--- src/rtl/pipe_skid_reg_pkg.sv ---
// ---------------------------------------------------------------------------
// pipe_skid_reg_pkg
//   Shared definitions for the elastic pipeline-stage register.
//   - N          : base machine word width already used across the core
//   - DATA_W_DEF : default payload width (pc concatenated with instruction)
//   - CNT_W_DEF  : default width of the performance stall counter
//   - pipe_state_t : occupancy of the 2-entry skid buffer
// ---------------------------------------------------------------------------
package pipe_skid_reg_pkg;

  localparam int N          = 32;
  localparam int DATA_W_DEF = 2 * N;
  localparam int CNT_W_DEF  = 16;

  // EMPTY: nothing held, BUSY: main entry valid, FULL: main and skid valid
  typedef enum logic [1:0] {
    PS_EMPTY,
    PS_BUSY,
    PS_FULL
  } pipe_state_t;

endpackage

--- src/rtl/pipe_skid_reg_sat_counter.sv ---
// ---------------------------------------------------------------------------
// sat_counter
//   Generic saturating up-counter for performance monitoring.
//   Ports:
//     clk  - clock
//     rstn - synchronous active-low reset, clears the count
//     inc  - count one event this cycle
//     clr  - clear the count (wins over inc)
//     cnt  - current count, sticks at all-ones
// ---------------------------------------------------------------------------
module sat_counter #(
  parameter int W = 16
) (
  input  logic         clk,
  input  logic         rstn,
  input  logic         inc,
  input  logic         clr,
  output logic [W-1:0] cnt
);

  // Clear has priority; once all-ones the counter stays there so software
  // can tell a saturated reading from a wrapped one.
  always_ff @(posedge clk) begin
    if (!rstn) begin
      cnt <= '0;
    end else if (clr) begin
      cnt <= '0;
    end else if (inc && (cnt != {W{1'b1}})) begin
      cnt <= cnt + W'(1);
    end
  end

endmodule

--- src/rtl/pipe_skid_reg.sv ---
// ---------------------------------------------------------------------------
// pipe_skid_reg
//   Elastic valid/ready pipeline-stage register built on a 2-entry skid
//   buffer. in_ready is decoded only from the state register, so there is no
//   combinational path from out_ready back to in_ready, yet one beat per cycle
//   can still stream through.
//   Ports:
//     clk, rstn  - clock, synchronous active-low reset
//     flush      - drop held entries and any beat accepted this cycle
//     in_valid   - upstream beat valid
//     in_ready   - stage can accept a beat (from registers)
//     in_data    - upstream payload
//     out_valid  - downstream beat valid
//     out_ready  - downstream accepts the beat
//     out_data   - downstream payload, zero whenever out_valid is low
//     stall_clr  - clear the stall counter
//     stall_cnt  - saturating count of cycles with out_valid & !out_ready
// ---------------------------------------------------------------------------
module pipe_skid_reg
  import pipe_skid_reg_pkg::*;
#(
  parameter int DATA_W = DATA_W_DEF,
  parameter int CNT_W  = CNT_W_DEF
) (
  input  logic              clk,
  input  logic              rstn,
  input  logic              flush,
  input  logic              in_valid,
  output logic              in_ready,
  input  logic [DATA_W-1:0] in_data,
  output logic              out_valid,
  input  logic              out_ready,
  output logic [DATA_W-1:0] out_data,
  input  logic              stall_clr,
  output logic [CNT_W-1:0]  stall_cnt
);

  pipe_state_t       state;
  logic [DATA_W-1:0] main_q;
  logic [DATA_W-1:0] skid_q;
  logic              in_fire;
  logic              out_fire;

  assign in_ready  = (state != PS_FULL);
  assign out_valid = (state != PS_EMPTY);
  assign out_data  = main_q;

  assign in_fire  = in_valid & in_ready;
  assign out_fire = out_valid & out_ready;

  // Occupancy FSM. main_q is always the head of the queue and skid_q only
  // catches the beat that arrives while the head is stalled. Vacated entries
  // are zeroed so out_data reads as zero whenever no beat is valid. Flush
  // overrides every transition, including an accepted incoming beat.
  always_ff @(posedge clk) begin
    if (!rstn) begin
      state  <= PS_EMPTY;
      main_q <= '0;
      skid_q <= '0;
    end else if (flush) begin
      state  <= PS_EMPTY;
      main_q <= '0;
      skid_q <= '0;
    end else begin
      case (state)
        PS_EMPTY: begin
          if (in_fire) begin
            state  <= PS_BUSY;
            main_q <= in_data;
          end
        end
        PS_BUSY: begin
          if (in_fire && out_fire) begin
            main_q <= in_data;
          end else if (in_fire) begin
            state  <= PS_FULL;
            skid_q <= in_data;
          end else if (out_fire) begin
            state  <= PS_EMPTY;
            main_q <= '0;
          end
        end
        PS_FULL: begin
          if (out_fire) begin
            state  <= PS_BUSY;
            main_q <= skid_q;
            skid_q <= '0;
          end
        end
        default: begin
          state  <= PS_EMPTY;
          main_q <= '0;
          skid_q <= '0;
        end
      endcase
    end
  end

  sat_counter #(
    .W(CNT_W)
  ) u_stall_cnt (
    .clk  (clk),
    .rstn (rstn),
    .inc  (out_valid & ~out_ready),
    .clr  (stall_clr),
    .cnt  (stall_cnt)
  );

endmodule

--- config.mk ---
export PLATFORM = sky130hd
export DESIGN_NAME = pipe_skid_reg
export DESIGN_NICKNAME = d
export VERILOG_FILES = /design/src/rtl/pipe_skid_reg_pkg.sv /design/src/rtl/pipe_skid_reg_sat_counter.sv /design/src/rtl/pipe_skid_reg.sv
export SDC_FILE = /design/constraint.sdc
export NUM_CORES = 1
export LEC_CHECK = 0
export CORE_MARGIN = 5
export CORE_UTILIZATION = 40
export CTS_CLUSTER_DIAMETER = 100
export DETAILED_ROUTE_END_ITERATION = 8
export PLACE_DENSITY = 0.66
export SYNTH_ARGS = -nofsm -noshare
export SYNTH_HDL_FRONTEND = slang
export SYNTH_HIERARCHICAL = 1
export SYNTH_SLANG_ARGS = --single-unit
--- constraint.sdc ---
create_clock -name clk -period 3.2 [get_ports clk]
set_input_delay 0.96 -clock clk [delete_from_list [all_inputs] [get_ports clk]]
set_output_delay 0.96 -clock clk [all_outputs]
set_load 0.005 [all_outputs]
* Word-level counts from Yosys, hierarchy flattened
Cells that the tools add are included.
Cells by class: bitwise gates (word level) 6, reductions and logical operators 9, equal/unequal tests 11, $add $sub $neg 1, multiplexer cells 14
Operator list (count):
- two-way mux 64 bit | 6
- one-hot mux 64 bit (3 select lines) | 2
- adder 16 x 1 -> 16 bit, second input constant | 1
- inequality test 16 bit, second input constant | 1
- AND reduction 4 bit | 3
- two-way mux 2 bit | 5
- inequality test 2 bit, second input constant | 5
- inequality test 3 bit, second input constant | 3
- one-hot mux 2 bit (3 select lines) | 1
- OR reduction 2 bit | 2
- bitwise AND 1 bit | 3
- NOT 1 bit | 3
- equality test 2 x 1 -> 1 bit, second input constant | 1
- equality test 2 bit, second input constant | 1
- logical AND 1 bit | 2
- logical NOT 2 bit | 1
- nonzero test 2 bit | 1
Word-level totals: output and inout port bits 82, register bits 146, logic and storage cells 45, input bits 70

* Longest topological paths before layout
depth in word-level cells 6, mapped depth 8, depth with buffers taken out 6

* Modules after synthesis
The synthesis kept the hierarchy.
Modules (own cells, without submodules):
- pipe_skid_reg | area each 5672.9 um^2, cells each 669, sequential area each 2602.5 um^2, instances 1
- sat_counter | area each 864.6 um^2, cells each 91, sequential area each 320.3 um^2, instances 1

* Least setup slack after synthesis
Ideal clock, no wire load.
kind input to register, from input out_ready, to register u_stall_cnt.cnt[13], path slack 0.465 ns, path buffers 3, data arrival time 2.665 ns, data required time 3.129 ns, setup time 0.071 ns, stages on the path 8, cells stage by stage buf_6 clkbuf_1 clkbuf_1 nor2b_1 and4_2 nand3_4 or4_1 a21oi_1
Between the ends: word-level cells in the longest chain between the ends 3
RTL lines:
- start, declared | RTL line pipe_skid_reg.sv:32 | input logic out_ready,
- NOT 1 bit | RTL line pipe_skid_reg.sv:104 | .inc (out_valid & ~out_ready),
- bitwise AND 1 bit | RTL line pipe_skid_reg.sv:104
- logical AND 1 bit | RTL line pipe_skid_reg_sat_counter.sv:28 | end else if (inc && (cnt != {W{1'b1}})) begin
- end signal, assigned | RTL line pipe_skid_reg_sat_counter.sv:29 | cnt <= cnt + W'(1);
- end, declared | RTL line pipe_skid_reg_sat_counter.sv:18 | output logic [W-1:0] cnt
Every way passes these cells. A chain may end at the register's enable or synchronous reset.

* Final worst setup path
from register state[1], to output out_valid
Between the ends: word-level cells in the longest chain between the ends 1
RTL lines:
- start, declared | RTL line pipe_skid_reg.sv:38 | pipe_state_t state;
- start signal, assigned | RTL line pipe_skid_reg.sv:57 | state <= PS_EMPTY;
- start signal, assigned | RTL line pipe_skid_reg.sv:61 | state <= PS_EMPTY;
- start signal, assigned | RTL line pipe_skid_reg.sv:68 | state <= PS_BUSY;
- nonzero test 2 bit | RTL line pipe_skid_reg.sv:45 | assign out_valid = (state != PS_EMPTY);
- end, declared | RTL line pipe_skid_reg.sv:31 | output logic out_valid,
Every way passes these cells.

==> flow_metrics.tcl <==
set metrics [dict create \
    avgSynthCellArea_um2 8.60 \
    r2r_cells 6 \
    start_util_pct 41.0 \
    worstSetupPathType "flop to primary output" \
    synthToLayoutAreaGrowth_pct 34.1 \
    status "complete, no violations" \
    rsz0062_at_grt "no" \
    drt-total-wl_um 19800 \
    clkPwrFrac_pct 47.8 \
    cts_htree_levels 4 \
    cp_max_fo 35 \
    cts.path.max_buffers 2 \
    arrival_ps 1870 \
    multi_input_area_um2 3290 \
    netlist_top_cells_count "198 x nand2_1, 146 x dfxtp_1, 65 x nor3_1" \
    cts_post_setup_buffers_inserted 0 \
    yosys.area_share.simple_pct 29.0 \
    cts_hold_buffers 0 \
    max-cap-violations 0 \
    netlist_instances 760 \
    hp-start "out_data[57]" \
    fmax_mhz 353 \
    yosysMostFrequentCell "nand2_1" \
    drt_iter0_markers 489 \
    cts_tree "built" \
    fin_nets 944 \
    yosys_warnings 6 \
    layout-drive-gt1-share_pct 7.67 \
    ios 152 \
    ir_drop_uv 369 \
    power.switching_mw 1.01 \
    hpwl_um 12600 \
    comb_power_share_pct 8.6 \
    grt_antenna_before_repair 1 \
    synth.distinct_cells 52 \
    die_w_um 138 \
    synth_compound_area_share_pct 19.5 \
    hold_depth 1 \
    synth_top_area_share_pct 44.7 \
    r2r-end "u_stall_cnt/cnt[9]" \
    synth-seq-area-share_pct 44.7 \
    min_to "out_data[57]" \
    switching_share_pct 23.4 \
    synth_mux_area_share_pct 0.536 \
    grt_max_degree 73 \
    ys_seq_elements 146 \
    vias 6358 \
    synth_top_family_by_area "simple AND/OR/NAND/NOR gates" \
    syn-num-nets 831 \
    internal_power_mw 3.31 \
    async_flop_share_pct 0 \
    drc 0 \
    synth_area_leaders "dfxtp_1 45%, nand2_1 11%, a221o_1 9.8%" \
    grt_pass1_wl_um 32100 \
    grt-ovfl-total 0 \
    p_seq_share_pct 43.5 \
    cts_made_buffers 17 \
    fin_util_pct 55.0 \
    globalplace.congestion 0.817 \
    core_area_um2 15900 \
    worst_pin_slew_ps 766 \
    period_share_pct 88.5 \
    synth_xor_area_share_pct 0.536 \
    p_leak_nw 2.71 \
    synth_top_area_cell "dfxtp_1" \
    fin_crit_ps 2830 \
    root_buffer "clkbuf_16" \
    std_cell_rows 46 \
    synth_edf_count 0 \
    portBuffers 151 \
    final.setup.tns_ps 0 \
    setup_viol 0 \
    syn_area_um2 6540 \
    wire_per_inst_um 17.9 \
    first_global_vias 6236 \
    clock-sinks 146 \
    regArea_um2 2920 \
    synth_ff_type "dfxtp_1" \
    ant_nets 0 \
    crit-reg2reg-launch "state[1]" \
    crit_path_end_kind "primary output" \
    die_area_um2 19000 \
    startpoint_type "flop" \
    worstHoldPathType "flop to flop" \
    synth_fa_ha_area_share_pct 0.191 \
    fin_skew_ps 7.24 \
    dieHeight_um 138 \
    holdWs_ps 485 \
    maxSlewViolCount 0 \
    r2r_slack_ps 710 \
    n_fill_cell 1429 \
    final_hold_viol_count 0 \
    cts_resized 0 \
    diodes 0 \
    drt_pass1_iterations 5 \
    required_ps 2240 \
    max_slew_margin_pct 48.9 \
    drt-vias-per-instance 5.77 \
    clk_latency_ps 420 \
    grt_use_total_pct 21.0 \
    cellPowerDensity_nw_per_um2 492 \
    clkSlewWorstSetupHoldPaths_ps 60 \
]
per-layer routing:
| metal | global-route usage (%) | wire length [um] | vias up |
|---|---|---|---|
| li1 | - | - | 3022 |
| met1 | 28.5 | 9120 | 3074 |
| met2 | 33.2 | 9180 | 233 |
| met3 | 4.42 | 1190 | 27 |
| met4 | 7.08 | 244 | 2 |
| met5 | 0 | 13 | - |
cell type report:
cell class	count	share of cell area [%]
sequential	146	33.4
tap	216	3.08
clock buffer	19	5.17
timing repair buffer	167	19.0
clock inverter	13	1.83
multi-input combinational	539	37.5
inverter	2	0.0856
stage by stage:
step                      total power [mW]  area [um^2]  setup slack [ps]  std cells
after CTS                             4.35         8770               326       1102
after floorplan                       2.08         6540               465        760
after global routing                  4.47         8770               265       1102
after global placement                2.29         8150               401       1070
after detailed placement              2.29         8150               345       1070
final                                 4.32         8770               369       1102
critical path, cell delays in order, from the launching register on:
cell             delay, ps
dfxtp_2                710
or2_2                  220
clkdlybuf4s50_1        520
registers in the layout, indices dropped and copies added (netlist names):
signal,cells
skid_q,64
state,2
out_data,64
u_stall_cnt/cnt,16
kinds of logic (layout without fill, tap and decap cells):
group                    after synthesis  in the layout
buffers and inverters                 75            201
XOR/XNOR                               4              4
AND/OR/NAND/NOR                      377            377
flip-flops                           146            146
multiplexers                           3              3
AO/OA/AOI/OAI                        154            154
adder cells (fa/ha/maj)                1              1
how the worst max path moves through the flow:
stage | startpoint | endpoint | slack (ps) | cells past startpoint
floorplan | out_ready | u_stall_cnt/cnt[13] | 460 | 8
global placement | rstn | out_data[35] | 400 | 5
detailed placement | rstn | out_data[2] | 340 | 5
CTS | state[1] | out_valid | 330 | 2
global route | state[1] | out_valid | 270 | 2
finish | state[1] | out_valid | 370 | 2
power groups by stage:
| stage | combinational, mW | sequential [mW] | clock (mW) |
|---|---|---|---|
| 2_1_floorplan | 0.163 | 1.91 | 0 |
| 3_3_place_gp | 0.367 | 1.92 | 0 |
| 3_5_place_dp | 0.372 | 1.92 | 0 |
| 4_1_cts | 0.374 | 1.88 | 2.09 |
| 5_1_grt | 0.399 | 1.88 | 2.19 |
| 6_report | 0.373 | 1.88 | 2.06 |
cells in the final DEF, fill, tap and decap left out, types with 3 or more instances in the layout:
master           netlist  final
buf_4                  0     13
clkinvlp_4             0      5
a31oi_1               64     64
buf_12                 0      3
nor2_1                11     10
clkdlybuf4s50_1        0    150
nor2b_1                4      4
nand3b_1              64     64
nor4_1                 3      3
o21ai_0                4      4
a21oi_1                6      6
nor3_1                65     65
dfxtp_1              146    145
bufinv_16              0      3
nand2_1              198    198
and2_1                 3      3
clkinv_2               0      3
clkbuf_16              0     17
nand3_1                4      4
xor2_1                 3      3
a221o_1               64     64
Note: power is estimated with default switching activity, not from simulation.
